## src/rtl/ir_nec_pkg.sv

```systemverilog
// Shared definitions for the NEC infrared transmitter: FSM states, unit
// durations and the frame word layout.
package ir_nec_pkg;

    typedef enum logic [3:0] {
        S_IDLE,
        S_LEAD_MARK,
        S_LEAD_SPACE,
        S_BIT_MARK,
        S_BIT_SPACE,
        S_STOP_MARK,
        S_GAP,
        S_REP_MARK,
        S_REP_SPACE,
        S_REP_STOP
    } nec_state_t;

    localparam int LEAD_MARK_U  = 16;
    localparam int LEAD_SPACE_U = 8;
    localparam int REP_SPACE_U  = 4;
    localparam int ZERO_SPACE_U = 1;
    localparam int ONE_SPACE_U  = 3;
    localparam int BIT_MARK_U   = 1;

    // Frame word as sent LSB first: custom code, command, inverted command.
    function automatic logic [31:0] build_word(input logic [15:0] custom, input logic [7:0] cmd);
        return {~cmd, cmd, custom};
    endfunction

    function automatic logic is_mark(input nec_state_t s);
        return (s == S_LEAD_MARK) || (s == S_BIT_MARK) || (s == S_STOP_MARK) ||
               (s == S_REP_MARK)  || (s == S_REP_STOP);
    endfunction

endpackage

```

## src/rtl/ir_carrier_gen.sv

```systemverilog
// 38 kHz carrier generator; the phase restarts at every mark entry so each
// mark begins with a high carrier slice.
module ir_carrier_gen #(
    parameter int CARRIER_DIV  = 1316,
    parameter int CARRIER_HIGH = 439
) (
    input  logic iCLK,
    input  logic iRST_n,
    input  logic enable,
    input  logic restart,
    output logic carrier
);
    localparam int CW = $clog2(CARRIER_DIV + 1);

    logic [CW-1:0] phase_reg;
    logic [CW-1:0] phase_next;
    logic          carrier_reg;

    // enable/restart describe the upcoming cycle, so the output is registered
    // from the phase that cycle will have.
    always_comb begin
        phase_next = phase_reg + 1'b1;
        if (restart || (phase_reg == CW'(CARRIER_DIV - 1))) begin
            phase_next = '0;
        end
    end

    always_ff @(posedge iCLK) begin
        if (!iRST_n) begin
            phase_reg   <= '0;
            carrier_reg <= 1'b0;
        end else begin
            phase_reg   <= phase_next;
            carrier_reg <= enable && (phase_next < CW'(CARRIER_HIGH));
        end
    end

    assign carrier = carrier_reg;

endmodule

```

## src/rtl/ir_nec_tx.sv

```systemverilog
// NEC infrared transmitter: serialises {~cmd, cmd, custom} LSB first and sends
// repeat codes every frame period while iREPEAT is held.
module ir_nec_tx
    import ir_nec_pkg::*;
#(
    parameter int UNIT_CYCLES  = 28125,
    parameter int CARRIER_DIV  = 1316,
    parameter int CARRIER_HIGH = 439,
    parameter int FRAME_UNITS  = 192
) (
    input  logic        iCLK,
    input  logic        iRST_n,
    input  logic        iVALID,
    output logic        oREADY,
    input  logic [15:0] iCUSTOM,
    input  logic [7:0]  iCMD,
    input  logic        iREPEAT,
    output logic        oIRDA_TX,
    output logic        oIRDA_ENV_n,
    output logic        oBUSY,
    output logic        oDONE
);
    localparam int UW = $clog2(UNIT_CYCLES + 1);
    localparam int FW = $clog2(FRAME_UNITS + 1);

    nec_state_t    state_reg, state_next;
    logic [UW-1:0] unit_reg, unit_next;
    logic [4:0]    span_reg, span_next;
    logic [4:0]    bit_reg, bit_next;
    logic [FW-1:0] frame_reg, frame_next;
    logic [31:0]   word_reg, word_next;
    logic          done_next;
    logic          ready_reg, busy_reg, env_reg, done_reg;
    logic [4:0]    span_len;
    logic          unit_tick;
    logic          span_last;

    always_comb begin
        span_len = 5'(BIT_MARK_U);
        case (state_reg)
            S_LEAD_MARK, S_REP_MARK: span_len = 5'(LEAD_MARK_U);
            S_LEAD_SPACE:            span_len = 5'(LEAD_SPACE_U);
            S_BIT_SPACE:             span_len = word_reg[bit_reg] ? 5'(ONE_SPACE_U) : 5'(ZERO_SPACE_U);
            S_REP_SPACE:             span_len = 5'(REP_SPACE_U);
            default:                 span_len = 5'(BIT_MARK_U);
        endcase
    end

    assign unit_tick = (unit_reg == UW'(UNIT_CYCLES - 1));
    assign span_last = (span_reg == span_len - 5'd1);

    always_comb begin
        state_next = state_reg;
        unit_next  = unit_reg;
        span_next  = span_reg;
        bit_next   = bit_reg;
        frame_next = frame_reg;
        word_next  = word_reg;
        done_next  = 1'b0;

        if (state_reg == S_IDLE) begin
            unit_next  = '0;
            span_next  = '0;
            bit_next   = '0;
            frame_next = '0;
            if (iVALID) begin
                state_next = S_LEAD_MARK;
                word_next  = build_word(iCUSTOM, iCMD);
            end
        end else begin
            unit_next = unit_tick ? '0 : unit_reg + 1'b1;
            if (unit_tick) begin
                frame_next = frame_reg + 1'b1;
                span_next  = span_last ? '0 : span_reg + 1'b1;
                if (state_reg == S_GAP) begin
                    // GAP has no own length: it pads the period out to FRAME_UNITS.
                    span_next = '0;
                    if (frame_reg == FW'(FRAME_UNITS - 1)) begin
                        frame_next = '0;
                        if (iREPEAT) begin
                            state_next = S_REP_MARK;
                        end else begin
                            state_next = S_IDLE;
                            done_next  = 1'b1;
                        end
                    end
                end else if (span_last) begin
                    case (state_reg)
                        S_LEAD_MARK:  state_next = S_LEAD_SPACE;
                        S_LEAD_SPACE: state_next = S_BIT_MARK;
                        S_BIT_MARK:   state_next = S_BIT_SPACE;
                        S_BIT_SPACE: begin
                            if (bit_reg == 5'd31) begin
                                state_next = S_STOP_MARK;
                            end else begin
                                state_next = S_BIT_MARK;
                                bit_next   = bit_reg + 5'd1;
                            end
                        end
                        S_STOP_MARK:  state_next = S_GAP;
                        S_REP_MARK:   state_next = S_REP_SPACE;
                        S_REP_SPACE:  state_next = S_REP_STOP;
                        S_REP_STOP:   state_next = S_GAP;
                        default:      state_next = S_IDLE;
                    endcase
                end
            end
        end
    end

    always_ff @(posedge iCLK) begin
        if (!iRST_n) begin
            state_reg <= S_IDLE;
            unit_reg  <= '0;
            span_reg  <= '0;
            bit_reg   <= '0;
            frame_reg <= '0;
            word_reg  <= '0;
            ready_reg <= 1'b1;
            busy_reg  <= 1'b0;
            env_reg   <= 1'b1;
            done_reg  <= 1'b0;
        end else begin
            state_reg <= state_next;
            unit_reg  <= unit_next;
            span_reg  <= span_next;
            bit_reg   <= bit_next;
            frame_reg <= frame_next;
            word_reg  <= word_next;
            ready_reg <= (state_next == S_IDLE);
            busy_reg  <= (state_next != S_IDLE);
            env_reg   <= !is_mark(state_next);
            done_reg  <= done_next;
        end
    end

    ir_carrier_gen #(
        .CARRIER_DIV (CARRIER_DIV),
        .CARRIER_HIGH(CARRIER_HIGH)
    ) u_carrier (
        .iCLK   (iCLK),
        .iRST_n (iRST_n),
        .enable (is_mark(state_next)),
        .restart(is_mark(state_next) && (state_next != state_reg)),
        .carrier(oIRDA_TX)
    );

    assign oREADY      = ready_reg;
    assign oBUSY       = busy_reg;
    assign oIRDA_ENV_n = env_reg;
    assign oDONE       = done_reg;

endmodule

```

## config.mk

```make
export PLATFORM = sky130hd
export DESIGN_NAME = ir_nec_tx
export DESIGN_NICKNAME = d
export VERILOG_FILES = /design/src/rtl/ir_nec_pkg.sv /design/src/rtl/ir_carrier_gen.sv /design/src/rtl/ir_nec_tx.sv
export SDC_FILE = /design/constraint.sdc
export NUM_CORES = 1
export LEC_CHECK = 0
export ABC_AREA = 1
export BUFFER_PORTS_ARGS = -buffer_cell sky130_fd_sc_hd__buf_2
export CORE_UTILIZATION = 60
export DETAILED_ROUTE_END_ITERATION = 8
export PLACE_DENSITY = 0.89
export RECOVER_POWER = 100
export SLEW_MARGIN = 25
export SYNTH_ARGS = -nofsm -noshare
export SYNTH_HDL_FRONTEND = slang
export SYNTH_SLANG_ARGS = --single-unit
```

## constraint.sdc

```tcl
create_clock -name iCLK -period 4.3 [get_ports iCLK]
set_clock_uncertainty 0.2 [all_clocks]
set_input_delay 0.43 -clock iCLK [delete_from_list [all_inputs] [get_ports iCLK]]
set_output_delay 0.43 -clock iCLK [all_outputs]
set_load 0.05 [all_outputs]
```

# After elaboration in Yosys (flattened, before gate mapping)
# Index checks and enable logic that the tools add are counted.
[totals] in_bits=28 regBits=85
[op_classes] add_sub_neg=6 eq_ne=20 n_lt_le_gt_ge=2 n_bitwise=6 n_reduce_logical=18 muxes=19
[ops] operator="one-hot mux 4 bit (7 select lines)" count=1
[ops] operator="equality test 4 x 3 -> 1 bit, second input constant" count=6
[ops] operator="two-way mux 4 bit" count=6
[ops] operator="one-hot mux 5 bit (4 select lines)" count=1
[ops] operator="two-way mux 8 bit" count=2
[ops] operator="adder 15 x 1 -> 15 bit, second input constant" count=1
[ops] operator="equality test 15 bit, second input constant" count=1
[ops] operator="equality test 4 x 2 -> 1 bit, second input constant" count=3
[ops] operator="equality test 4 bit, second input constant" count=3
[ops] operator="adder 11 x 1 -> 11 bit, second input constant" count=1
[ops] operator="equality test 11 bit, second input constant" count=1
[ops] operator="less-than comparator 11 x 9 -> 1 bit, second input constant" count=1
[ops] operator="two-way mux 11 bit" count=1
[ops] operator="adder 5 x 1 -> 5 bit, second input constant" count=2
[ops] operator="two-way mux 5 bit" count=2
[ops] operator="adder 8 x 1 -> 8 bit, second input constant" count=1
[ops] operator="equality test 4 x 1 -> 1 bit, second input constant" count=2
[ops] operator="equality test 8 bit, second input constant" count=1
[ops] operator="zero test 4 bit" count=2
[ops] operator="inverter 8 bit" count=1
[ops] operator="less-than comparator 5 x 6 -> 1 bit, second input constant" count=1
[ops] operator="two-way mux 3 bit" count=2
[ops] operator="OR reduction 2 bit" count=3
[ops] operator="binary-select mux 1 bit (select 5 bit)" count=1
[ops] operator="other kinds (15)" count=25

# Depth between registers and ports, before layout
# Gate-level depths: netlist (run 1).
[depth] depth_word=20 depth_mapped=29 mapped_depth_nobuf=29

# By module
# From an unflattened synthesis (run 1), not the netlist that was laid out.
[hier_totals] cells_unflattened=633 area_unflattened_um2=4297.9
[by_module_without_submodules] module="ir_nec_tx" cells_per_inst=528 area_per_inst_um2=3624.7 n_inst=1
[by_module_without_submodules] module="ir_carrier_gen" cells_per_inst=105 area_per_inst_um2=673.1 n_inst=1

# Worst setup path after synthesis (run 1)
# No wires, ideal clock.
[synth_timing] path_type="register to register" startpoint="register bit_reg[0]" endpoint="register u_carrier.phase_reg[6]" arrival_ns=2.977 setup_time_ns=0.120 slack_ns=1.002 path_stages_with_launch=25 cell_sequence="dfxtp_1 -> clkbuf_1 -> clkbuf_1 -> o21ai_0 -> o22ai_1 -> nor2_1 -> o221ai_1 -> o2111ai_1 -> ha_1 -> inv_1 -> nand2_1 -> nand2_1 -> nand2_1 -> nand2_1 -> nand3_1 -> nor2_2 -> nand3_4 -> o21a_1 -> nand2_1 -> nand2_1 -> nand2_2 -> nand3_2 -> nand3_2 -> buf_6 -> nor2_2"
[synth_via] elab_chain_cells=18 elab_cells_between_ends=26
[synth_lines] item="start, declared" line="ir_nec_tx.sv:29" text="logic [4:0] bit_reg, bit_next;"
[synth_lines] item="start signal, assigned" line="ir_nec_tx.sv:127" text="bit_reg <= bit_next;"
[synth_lines] item="binary-select mux 1 bit (select 5 bit)" line="ir_nec_tx.sv:43" text="S_BIT_SPACE: span_len = word_reg[bit_reg] ? 5'(ONE_SPACE_U) : 5'(ZERO_SPACE_U);"
[synth_lines] item="two-way mux 1 bit (not written as such)" line="ir_nec_tx.sv:43"
[synth_lines] item="two-way mux 2 bit" line="ir_nec_tx.sv:43"
[synth_lines] item="one-hot mux 5 bit (4 select lines)" line="ir_nec_tx.sv:40" text="case (state_reg)"
[synth_lines] item="subtractor 5 x 1 -> 5 bit" line="ir_nec_tx.sv:50" text="assign span_last = (span_reg == span_len - 5'd1);"
[synth_lines] item="equality test 5 bit" line="ir_nec_tx.sv:50"
[synth_lines] item="two-way mux 4 bit (*)" line="ir_nec_tx.sv:87" text="end else if (span_last) begin"
[synth_lines] item="two-way mux 4 bit (*)" line="ir_nec_tx.sv:75" text="if (state_reg == S_GAP) begin"
[synth_lines] item="two-way mux 4 bit (*)" line="ir_nec_tx.sv:72" text="if (unit_tick) begin"
[synth_lines] item="two-way mux 4 bit (*)" line="ir_nec_tx.sv:61" text="if (state_reg == S_IDLE) begin"
[synth_lines] item="equality test 4 x 1 -> 1 bit / equality test 4 x 2 -> 1 bit (equally long branches)" line="ir_nec_pkg.sv:31" text="return (s == S_LEAD_MARK) || (s == S_BIT_MARK) || (s == S_STOP_MARK) ||"
[synth_lines] item="logical OR 1 bit (3 in series)" line="ir_nec_pkg.sv:31"
[synth_lines] item="logical OR 1 bit" line="ir_nec_pkg.sv:32" text="(s == S_REP_MARK) || (s == S_REP_STOP);"
[synth_lines] item="logical AND 1 bit (*)" line="ir_nec_tx.sv:144" text=".restart(is_mark(state_next) && (state_next != state_reg)),"
[synth_lines] item="logical OR 1 bit (*)" line="ir_carrier_gen.sv:23" text="if (restart || (phase_reg == CW'(CARRIER_DIV - 1))) begin"
[synth_lines] item="two-way mux 11 bit (*)" line="ir_carrier_gen.sv:23"
[synth_lines] item="end signal, assigned" line="ir_carrier_gen.sv:33" text="phase_reg <= phase_next;"
[synth_lines] item="end, declared" line="ir_carrier_gen.sv:15" text="logic [CW-1:0] phase_reg;"
# Mark *: on every way between the ends. The rest lies on a longest branch, timed or not. The select of a mux whose other input is x is not followed.
# A chain may end at the register's enable or synchronous reset.

# Worst setup path in the final report (run 1)
[layout_timing] startpoint="register bit_reg[0]" endpoint="register u_carrier.phase_reg[8]"
# Same word-level chain as after synthesis.

==> flow_metrics.env, run 1 <==
export IMPL_syn_area_per_cell_um2=7.15
export IMPL_antenna_found_initial=0
export IMPL_synth_simple_area_share=0.294
export IMPL_synth_edf_count=0
export IMPL_syn_area_mm2=0.00417
export IMPL_cts_tree="done"
export IMPL_routed_wl_um=8730
export IMPL_power_density_mw_per_mm2=325
export IMPL_synth_top_family_by_area="simple AND/OR/NAND/NOR gates"
export IMPL_ys_types=39
export IMPL_grt_max_degree=37
export IMPL_synth_ff_type="dfxtp_1"
export IMPL_hp_class="in -> reg"
export IMPL_root_buffer="clkbuf_8"
export IMPL_cpMaxStageDelayCell="inv_1"
export IMPL_clkTransAtPathRegs_ps=100
export IMPL_wl_per_cell_um=12.5
export IMPL_dpl_hpwl_um=6300
export IMPL_firstDrtPassIters=5
export IMPL_cts_hold_buf=0
export IMPL_leakagePower_uw=0.00179
export IMPL_worstPathMaxFanout=21
export IMPL_drc_errors=0
export IMPL_synth_area_leaders="dfxtp_1 (41%), nand2_1 (11%), inv_1 (5.9%)"
export IMPL_critPathMostFrequentCell="nand2_1"
export IMPL_seq_area_frac_synth=0.408
export IMPL_arrival_ps=3820
export IMPL_ant_nets=0
export IMPL_cts_resized_gates=0
export IMPL_fillers=576
export IMPL_drt_iter0_drc=290
export IMPL_gr_usage_met1=0.322
export IMPL_cts_htree_levels=3
export IMPL_largest_register_ff_count=32
export IMPL_postSynthCellCount=583
export IMPL_timing_max_cap_violations=0
export IMPL_synth_compound_area_frac=0.149
export IMPL_route_vias_total=3918
export IMPL_die_h_um=85.4
export IMPL_fp_dieArea_mm2=0.00729
export IMPL_fin_util=0.671
export IMPL_grt_pass1_wl_um=15000
export IMPL_insertion_delay_ps=370
export IMPL_finalPower_uw=1470
export IMPL_hold_viol_final=0
export IMPL_cts_setup_buffers=0
export IMPL_cp_slowest_stage_delay_ps=330
export IMPL_grtUsageTotal=0.254
export IMPL_slew_headroom=0.214
export IMPL_synth_top_cell_area_share=0.408
export IMPL_async_flop_share=0
export IMPL_synthAdderAreaFrac=0.0240
export IMPL_io_pins=33
export IMPL_holdPathEnd="word_reg[24]"
export IMPL_ys_warn_count=0
export IMPL_finalSetupTns_ps=0
export IMPL_fin_crit_sh=0.867
export IMPL_grt_overflow=0
export IMPL_path_class="reg -> reg"
export IMPL_cts_sinks=85
export IMPL_ir_drop_v=0.000239
export IMPL_global_route_usage_met2=0.424
export IMPL_area_growth_pct=8.70
export IMPL_cp_end_kind="register"
export IMPL_setup_viol=0
export IMPL_regArea_mm2=0.00170
export IMPL_numCtsBuffers=9
export IMPL_worstRegToRegCells=23
export IMPL_gp_congestion=0.923
export IMPL_clockBufferDepth=2
export IMPL_crit_chain="buf_4 -> inv_1 -> o21ai_0 -> o22ai_1 -> nor2_1 -> o22ai_1 -> o2111ai_1 -> ha_1 -> inv_1 -> nand2_1 -> nand2_1 -> nand2_1 -> nand2_1 -> nand3_1 -> nor2_2 -> nand3_4 -> inv_1 -> nand4_1 -> nand3_1 -> nand2_2 -> nand3_2 -> nand3_2 -> nor2_1"
export IMPL_worstPathRequired_ps=4390
export IMPL_top_usage_layer="met2"
export IMPL_die_w_um=85.4
export IMPL_grtUsageMet3=0.0399
export IMPL_antennaDiodeCount=0
export IMPL_syn_nets=619
export IMPL_fin_nets=648
export IMPL_slew_viol_final=0
export IMPL_grt_pass1_vias=3545
export IMPL_coreArea_mm2=0.00676
export IMPL_critPathLaunchType="register"
export IMPL_synth_xor_area_frac=0.0441
export IMPL_drive_gt1_frac=0.122
export IMPL_ys_ff_latch=85
export IMPL_min_from="iCMD[0]"
export IMPL_vias_per_cell=5.62
export IMPL_start_util=0.617
export IMPL_rsz0062_at_grt="no"
export IMPL_max_freq_ghz=0.268
export IMPL_port_buffers=32
export IMPL_outcome="completed"
export IMPL_r2r_start="bit_reg[0]"
export IMPL_crit_family="simple AND/OR/NAND/NOR gates"
export IMPL_synthMuxAreaShare=0
export IMPL_r2r_slack_ps=570
export IMPL_fin_crit_ps=3730
export IMPL_whs_path_depth=2
export IMPL_r2r_end="u_carrier.phase_reg[8]"
export IMPL_tightest_slew_ps=1180
export IMPL_num_rows=30
export IMPL_path_buf_inv=4
export IMPL_yosysTopAreaCell="dfxtp_1"
export IMPL_multi_input_area_mm2=0.00212
[placed cells by master, fill, tap and decap left out, types with 2 or more instances in the layout]
| cell | count |
|---|---|
| inv_1 | 66 |
| xnor2_1 | 3 |
| nand3_2 | 2 |
| nand2_1 | 117 |
| a21oi_1 | 49 |
| buf_2 | 26 |
| nor3b_1 | 5 |
| nand4_1 | 15 |
| inv_2 | 4 |
| nor4_1 | 3 |
| nand3_1 | 22 |
| xor2_1 | 18 |
| clkbuf_8 | 9 |
| nor2_2 | 12 |
| inv_6 | 4 |
| o22ai_1 | 12 |
| nand2_2 | 8 |
| ha_1 | 8 |
| nor3_1 | 17 |
| dfxtp_1 | 85 |
| o21ai_0 | 44 |
| clkbuf_1 | 8 |
| a211oi_1 | 2 |
| nor2_1 | 59 |
| clkinvlp_4 | 2 |
[kinds of logic (layout without fill, tap and decap cells)]
| family | Yosys count | after routing |
|---|---|---|
| and+or+nand+nor | 266 | 266 |
| AOI/OAI and AO/OA | 115 | 115 |
| buffers and inverters | 88 | 122 |
| DFF | 85 | 85 |
| xor gates and xnor gates | 21 | 21 |
| adders and majority gates | 8 | 8 |
[stage by stage]
step           cell area (um^2)  hold WS, ps  cells  worst slack [ps]
3_3_place_gp               4380          247    681               807
5_1_grt                    4530         50.4    697              93.1
3_5_place_dp               4380          251    681               688
4_1_cts                    4560         34.1    697               644
6_report                   4530         41.8    697               570
2_1_floorplan              4170          227    583              1000
[power breakdown]
group	switching [uW]	total [uW]	internal [uW]	leakage [uW]
logic	83.7	125	41.3	0.00101
registers	15.1	828	813	0.000692
clock network	304	521	217	0.0000870
total	403	1470	1070	0.00179
[cell usage after synthesis, types with 2 or more instances]
cell type and instances:
xnor2_1 3, ha_1 8, o22ai_1 12, nand2_2 8, inv_1 66, dfxtp_1 85, inv_2 4, nor3_1 17
nor3b_1 5, a211oi_1 2, nand3_2 4, nand2_1 117, a21oi_1 49, o21ai_0 43, buf_1 3, nor4_1 3
xor2_1 18, nand4_1 15, nor2_1 58, nor2_2 13, clkbuf_1 13, nand3_1 20
[metal layers]
metal / wire, um / up-vias
met3: 449 / 20
li1: - / 1977
met5: 0 / -
met2: 4140 / 127
met1: 3950 / 1794
met4: 191 / 0
[cell type report]
| type | count | share of cell area |
|---|---|---|
| sequential | 85 | 0.375 |
| timing repair buffer | 35 | 0.0370 |
| clock inverter | 7 | 0.0121 |
| clock buffer | 9 | 0.0273 |
| inverter | 71 | 0.0588 |
| tap | 80 | 0.0221 |
| multi-input combinational | 410 | 0.467 |
[how the worst max path moves through the flow]
stage / start / end / slack (ps) / cells past startpoint
CTS: bit_reg[0] / u_carrier.phase_reg[10] / 640 / 25
floorplan: bit_reg[0] / u_carrier.phase_reg[6] / 1000 / 24
finish: bit_reg[0] / u_carrier.phase_reg[8] / 570 / 23
global placement: bit_reg[0] / u_carrier.phase_reg[10] / 810 / 23
global route: bit_reg[0] / u_carrier.phase_reg[8] / 90 / 24
detailed placement: bit_reg[0] / u_carrier.phase_reg[10] / 690 / 25
(Power assumes the default switching activity.)
==> run 2, diff against run 1 <==
- CORE_UTILIZATION: 60 -> 64
- PLACE_DENSITY: 0.89 -> 0.93
- clock period: 4.3 -> 4.55 ns (I/O delays scaled with it)
==> flow_metrics.env, run 2 (synthesis results as in run 1) <==
export IMPL_outcome="completed"
export IMPL_crit_family="simple AND/OR/NAND/NOR gates"
export IMPL_drc_errors=0
export IMPL_worstPathMaxFanout=21
export IMPL_routed_wl_um=8960
export IMPL_timing_max_cap_violations=0
export IMPL_finalSetupTns_ps=0
export IMPL_fin_crit_sh=0.873
export IMPL_critPathLaunchType="register"
export IMPL_ir_drop_v=0.000284
export IMPL_gp_congestion=0.938
export IMPL_ant_nets=0
export IMPL_cts_htree_levels=3
export IMPL_fillers=503
export IMPL_wl_per_cell_um=12.9
export IMPL_area_growth_pct=9.06
export IMPL_clockBufferDepth=2
export IMPL_whs_path_depth=2
export IMPL_path_buf_inv=3
export IMPL_io_pins=33
export IMPL_cts_tree="done"
export IMPL_grt_pass1_vias=3325
export IMPL_cts_hold_buf=0
export IMPL_final_cell_area_mm2=0.00455
export IMPL_cts_resized_gates=0
export IMPL_min_from="iCMD[6]"
export IMPL_cts_sinks=85
export IMPL_hp_class="in -> reg"
export IMPL_grt_pass1_wl_um=14100
export IMPL_r2r_slack_ps=580
export IMPL_cp_end_kind="register"
export IMPL_layout_commonest_cell="nand2_1"
export IMPL_worstPathRequired_ps=4640
export IMPL_leakagePower_uw=0.00180
export IMPL_drt_iter0_drc=300
export IMPL_numCtsBuffers=9
export IMPL_worstRegToRegCells=25
export IMPL_cts_setup_buffers=0
export IMPL_postPlaceCellArea_mm2=0.00437
export IMPL_r2r_start="bit_reg[0]"
export IMPL_dpl_hpwl_um=6440
export IMPL_vias_per_cell=5.62
export IMPL_grt_overflow=0
export IMPL_critPathMostFrequentCell="nand2_1"
export IMPL_antenna_found_initial=0
export IMPL_mostFrequentLayoutCells="nand2_1 (117), dfxtp_1 (85), inv_1 (66)"
export IMPL_fin_nets=647
export IMPL_power_density_mw_per_mm2=320
export IMPL_tightest_slew_ps=1280
export IMPL_antennaDiodeCount=0
export IMPL_die_h_um=82.7
export IMPL_r2r_end="u_carrier.phase_reg[10]"
export IMPL_grt_max_degree=37
export IMPL_firstDrtPassIters=5
export IMPL_slew_viol_final=0
export IMPL_holdPathEnd="word_reg[30]"
export IMPL_drive_gt1_frac=0.120
export IMPL_setup_viol=0
export IMPL_fp_dieArea_mm2=0.00684
export IMPL_die_w_um=82.7
export IMPL_coreArea_mm2=0.00631
export IMPL_fin_crit_ps=3970
export IMPL_cp_slowest_stage_delay_ps=690
export IMPL_clkTransAtPathRegs_ps=100
export IMPL_rsz0062_at_grt="no"
export IMPL_cpMaxStageDelayCell="dfxtp_1"
export IMPL_grtUsageTotal=0.269
export IMPL_num_rows=29
export IMPL_port_buffers=32
export IMPL_route_vias_total=3893
export IMPL_root_buffer="clkbuf_8"
export IMPL_path_class="reg -> reg"
export IMPL_hold_viol_final=0
export IMPL_insertion_delay_ps=360
export IMPL_slew_headroom=0.149
export IMPL_largest_register_ff_count=32
export IMPL_start_util=0.660
export IMPL_max_freq_ghz=0.252
export IMPL_arrival_ps=4070
run 2: worst max path at each step:
stage	startpoint	endpoint	slack, ps	cells past startpoint
floorplan	bit_reg[0]	u_carrier.phase_reg[6]	1250	24
detailed placement	bit_reg[0]	u_carrier.phase_reg[10]	650	23
finish	bit_reg[0]	u_carrier.phase_reg[10]	580	25
CTS	bit_reg[0]	u_carrier.phase_reg[10]	630	23
global route	bit_reg[0]	u_carrier.phase_reg[2]	60	25
global placement	bit_reg[0]	u_carrier.phase_reg[10]	820	25
run 2: worst reg2reg max path, cell delays in order, from the launching register on:
cell,delay [ps]
dfxtp_1,690
inv_1,360
o21ai_0,240
o22ai_1,100
o21ai_0,150
o22ai_1,90
o2111ai_1,180
ha_1,210
inv_1,50
nand2_1,50
nand2_1,60
inv_1,50
nand2_1,40
nand2_1,50
nand3_1,70
nor2_2,150
nand3_4,130
nand2_1,90
nand3_1,100
nand2_1,80
nand2_1,60
nand2_1,100
nand2_2,60
nand3_2,100
nand3_2,270
nor2_1,170
run 2: cell type report:
| cell class | instances | area (um^2) | area share |
|---|---|---|---|
| Multi-Input combinational cell | 410 | 2120 | 0.466 |
| Sequential cell | 85 | 1700 | 0.374 |
| Inverter | 71 | 267 | 0.0586 |
| Timing Repair Buffer | 34 | 160 | 0.0352 |
| Clock buffer | 9 | 124 | 0.0272 |
| Tap cell | 77 | 96.3 | 0.0212 |
| Clock inverter | 7 | 81.3 | 0.0179 |
run 2: per-stage QoR:
| step | utilization | power [uW] | hold slack (ps) | std cells | setup slack (ps) |
|---|---|---|---|---|---|
| after global routing | 0.720 | 1510 | 62.4 | 693 | 62.8 |
| after global placement | 0.692 | 915 | 244 | 677 | 816 |
| after detailed placement | 0.692 | 918 | 260 | 677 | 654 |
| final | 0.720 | 1460 | 67.7 | 693 | 576 |
| after CTS | 0.725 | 1460 | 61.1 | 693 | 631 |
| after floorplan | - | 885 | 227 | 583 | 1250 |
run 2: report_power, final:
group	switching, uW	total [uW]	internal, uW
clock network	294	555	261
logic	79.9	119	38.9
registers	14.4	783	768
total	388	1460	1070
run 2: routing by layer:
| layer | part of all wire | GRT usage | up-vias |
|---|---|---|---|
| met5 | 0 | 0 | - |
| met3 | 0.051 | 0.0484 | 21 |
| li1 | - | - | 1964 |
| met2 | 0.47 | 0.428 | 143 |
| met1 | 0.46 | 0.352 | 1765 |
| met4 | 0.020 | 0.124 | 0 |
==> run 3, diff against run 2 <==
- CELL_PAD_IN_SITES_DETAIL_PLACEMENT: unset -> 0
- CELL_PAD_IN_SITES_GLOBAL_PLACEMENT: unset -> 1
- CORE_UTILIZATION: 64 -> 47
- PLACE_DENSITY: 0.93 -> 0.94
==> flow_metrics.env, run 3 (synthesis results as in run 1) <==
export IMPL_power_density_mw_per_mm2=327
export IMPL_clkTransAtPathRegs_ps=80
export IMPL_drt_iter0_drc=149
export IMPL_grt_max_degree=37
export IMPL_start_util=0.497
export IMPL_crit_chain="inv_1 -> o21ai_0 -> o22ai_1 -> o21ai_0 -> o22ai_1 -> o2111ai_1 -> ha_1 -> inv_1 -> nand2_1 -> nand2_1 -> inv_1 -> nand2_1 -> nand2_1 -> nand3_1 -> nor2_1 -> nand3_4 -> o21ai_1 -> inv_1 -> o21ai_2 -> nand2_1 -> nand3_2 -> nand3_2 -> nor2_1"
export IMPL_numCtsBuffers=9
export IMPL_p_clk_frac=0.402
export IMPL_cpMaxStageDelayCell="dfxtp_1"
export IMPL_cts_resized_gates=0
export IMPL_rsz0062_at_grt="no"
export IMPL_slew_headroom=0.358
export IMPL_firstDrtPassIters=5
export IMPL_hold_viol_final=0
export IMPL_ir_drop_v=0.000180
export IMPL_root_buffer="clkbuf_8"
export IMPL_insertion_delay_ps=360
export IMPL_hp_class="in -> reg"
export IMPL_route_vias_total=3766
export IMPL_io_pins=33
export IMPL_worstPathMaxFanout=16
export IMPL_vias_per_cell=5.22
export IMPL_max_freq_ghz=0.261
export IMPL_num_rows=33
export IMPL_path_buf_inv=4
export IMPL_dpl_hpwl_um=6680
export IMPL_largest_register_ff_count=32
export IMPL_critPathMostFrequentCell="nand2_1"
export IMPL_p_comb_frac=0.079
export IMPL_grt_pass1_wl_um=15500
export IMPL_layout_commonest_cell="nand2_1"
export IMPL_cp_slowest_stage_delay_ps=520
export IMPL_coreArea_mm2=0.00838
export IMPL_setup_viol=0
export IMPL_crit_family="simple AND/OR/NAND/NOR gates"
export IMPL_die_w_um=96.2
export IMPL_leakagePower_uw=0.00182
export IMPL_grtUsageTotal=0.212
export IMPL_worstPathRequired_ps=4630
export IMPL_grt_overflow=0
export IMPL_grt_pass1_vias=3543
export IMPL_ant_nets=0
export IMPL_regArea_mm2=0.00170
export IMPL_area_growth_pct=10.5
export IMPL_fillers=833
export IMPL_fin_crit_ps=3830
export IMPL_port_buffers=32
export IMPL_p_sw_frac=0.239
export IMPL_fin_nets=647
export IMPL_mostFrequentLayoutCells="nand2_1 (119), dfxtp_1 (85), inv_1 (66)"
export IMPL_fin_crit_sh=0.842
export IMPL_cts_hold_buf=0
export IMPL_p_int_uw=1150
export IMPL_finalPower_uw=1510
export IMPL_seq_power_share=0.519
export IMPL_switchingPower_uw=361
export IMPL_slew_viol_final=0
export IMPL_critPathLaunchType="register"
export IMPL_fin_util=0.550
export IMPL_gp_congestion=0.904
export IMPL_cts_sinks=85
export IMPL_timing_max_cap_violations=0
export IMPL_cts_tree="done"
export IMPL_arrival_ps=3910
export IMPL_cp_end_kind="register"
export IMPL_routed_wl_um=9000
export IMPL_finalSetupTns_ps=0
export IMPL_wl_per_cell_um=12.5
export IMPL_drc_errors=0
export IMPL_drive_gt1_frac=0.117
export IMPL_path_class="reg -> reg"
export IMPL_cts_htree_levels=3
export IMPL_tightest_slew_ps=961
export IMPL_cts_setup_buffers=0
export IMPL_antennaDiodeCount=0
export IMPL_outcome="completed"
export IMPL_die_h_um=96.2
export IMPL_multi_input_area_mm2=0.00211
export IMPL_clockBufferDepth=2
export IMPL_antenna_found_initial=0
export IMPL_fp_dieArea_mm2=0.00925
-- run 3: power by group through the flow --
stage	logic [uW]	registers, uW	clock network (uW)
2_1_floorplan	81.4	803	0
3_3_place_gp	118	799	0
3_5_place_dp	121	800	0
4_1_cts	122	782	620
5_1_grt	136	785	652
6_report	119	782	606
-- run 3: path summary, 6_finish.rpt --
path,start,end,slack (ps),depth (start not counted)
min,iCMD[2],word_reg[26],80,2
max,bit_reg[0],u_carrier.phase_reg[8],720,23
max reg2reg,bit_reg[0],u_carrier.phase_reg[8],720,23
min reg2reg,word_reg[1],word_reg[1],260,2
-- run 3: through the flow --
step / hold WS [ps] / setup slack (ps) / instance area [um^2] / instances
final: 78.4 / 721 / 4610 / 721
after global routing: 81.8 / 191 / 4610 / 721
after CTS: 69.6 / 822 / 4640 / 721
after detailed placement: 252 / 853 / 4400 / 705
after global placement: 240 / 1050 / 4400 / 705
after floorplan: 227 / 1250 / 4170 / 583
-- run 3: area by class of cell --
| type | count | share of cell area |
|---|---|---|
| clock inverters | 5 | 0.0179 |
| clock buffers | 11 | 0.0329 |
| repair buffers | 34 | 0.0356 |
| flip-flops and latches | 85 | 0.369 |
| multi-input cells | 410 | 0.458 |
| well taps | 105 | 0.0285 |
| inverters | 71 | 0.0578 |
-- run 3: layer usage --
metal  global-route usage  up-vias  wire length (um)
met2                0.361       81              4200
met3               0.0316       11               345
met4               0.0697        0               127
li1                     -     1970                 -
met5                    0        -                 0
met1                0.274     1704              4320
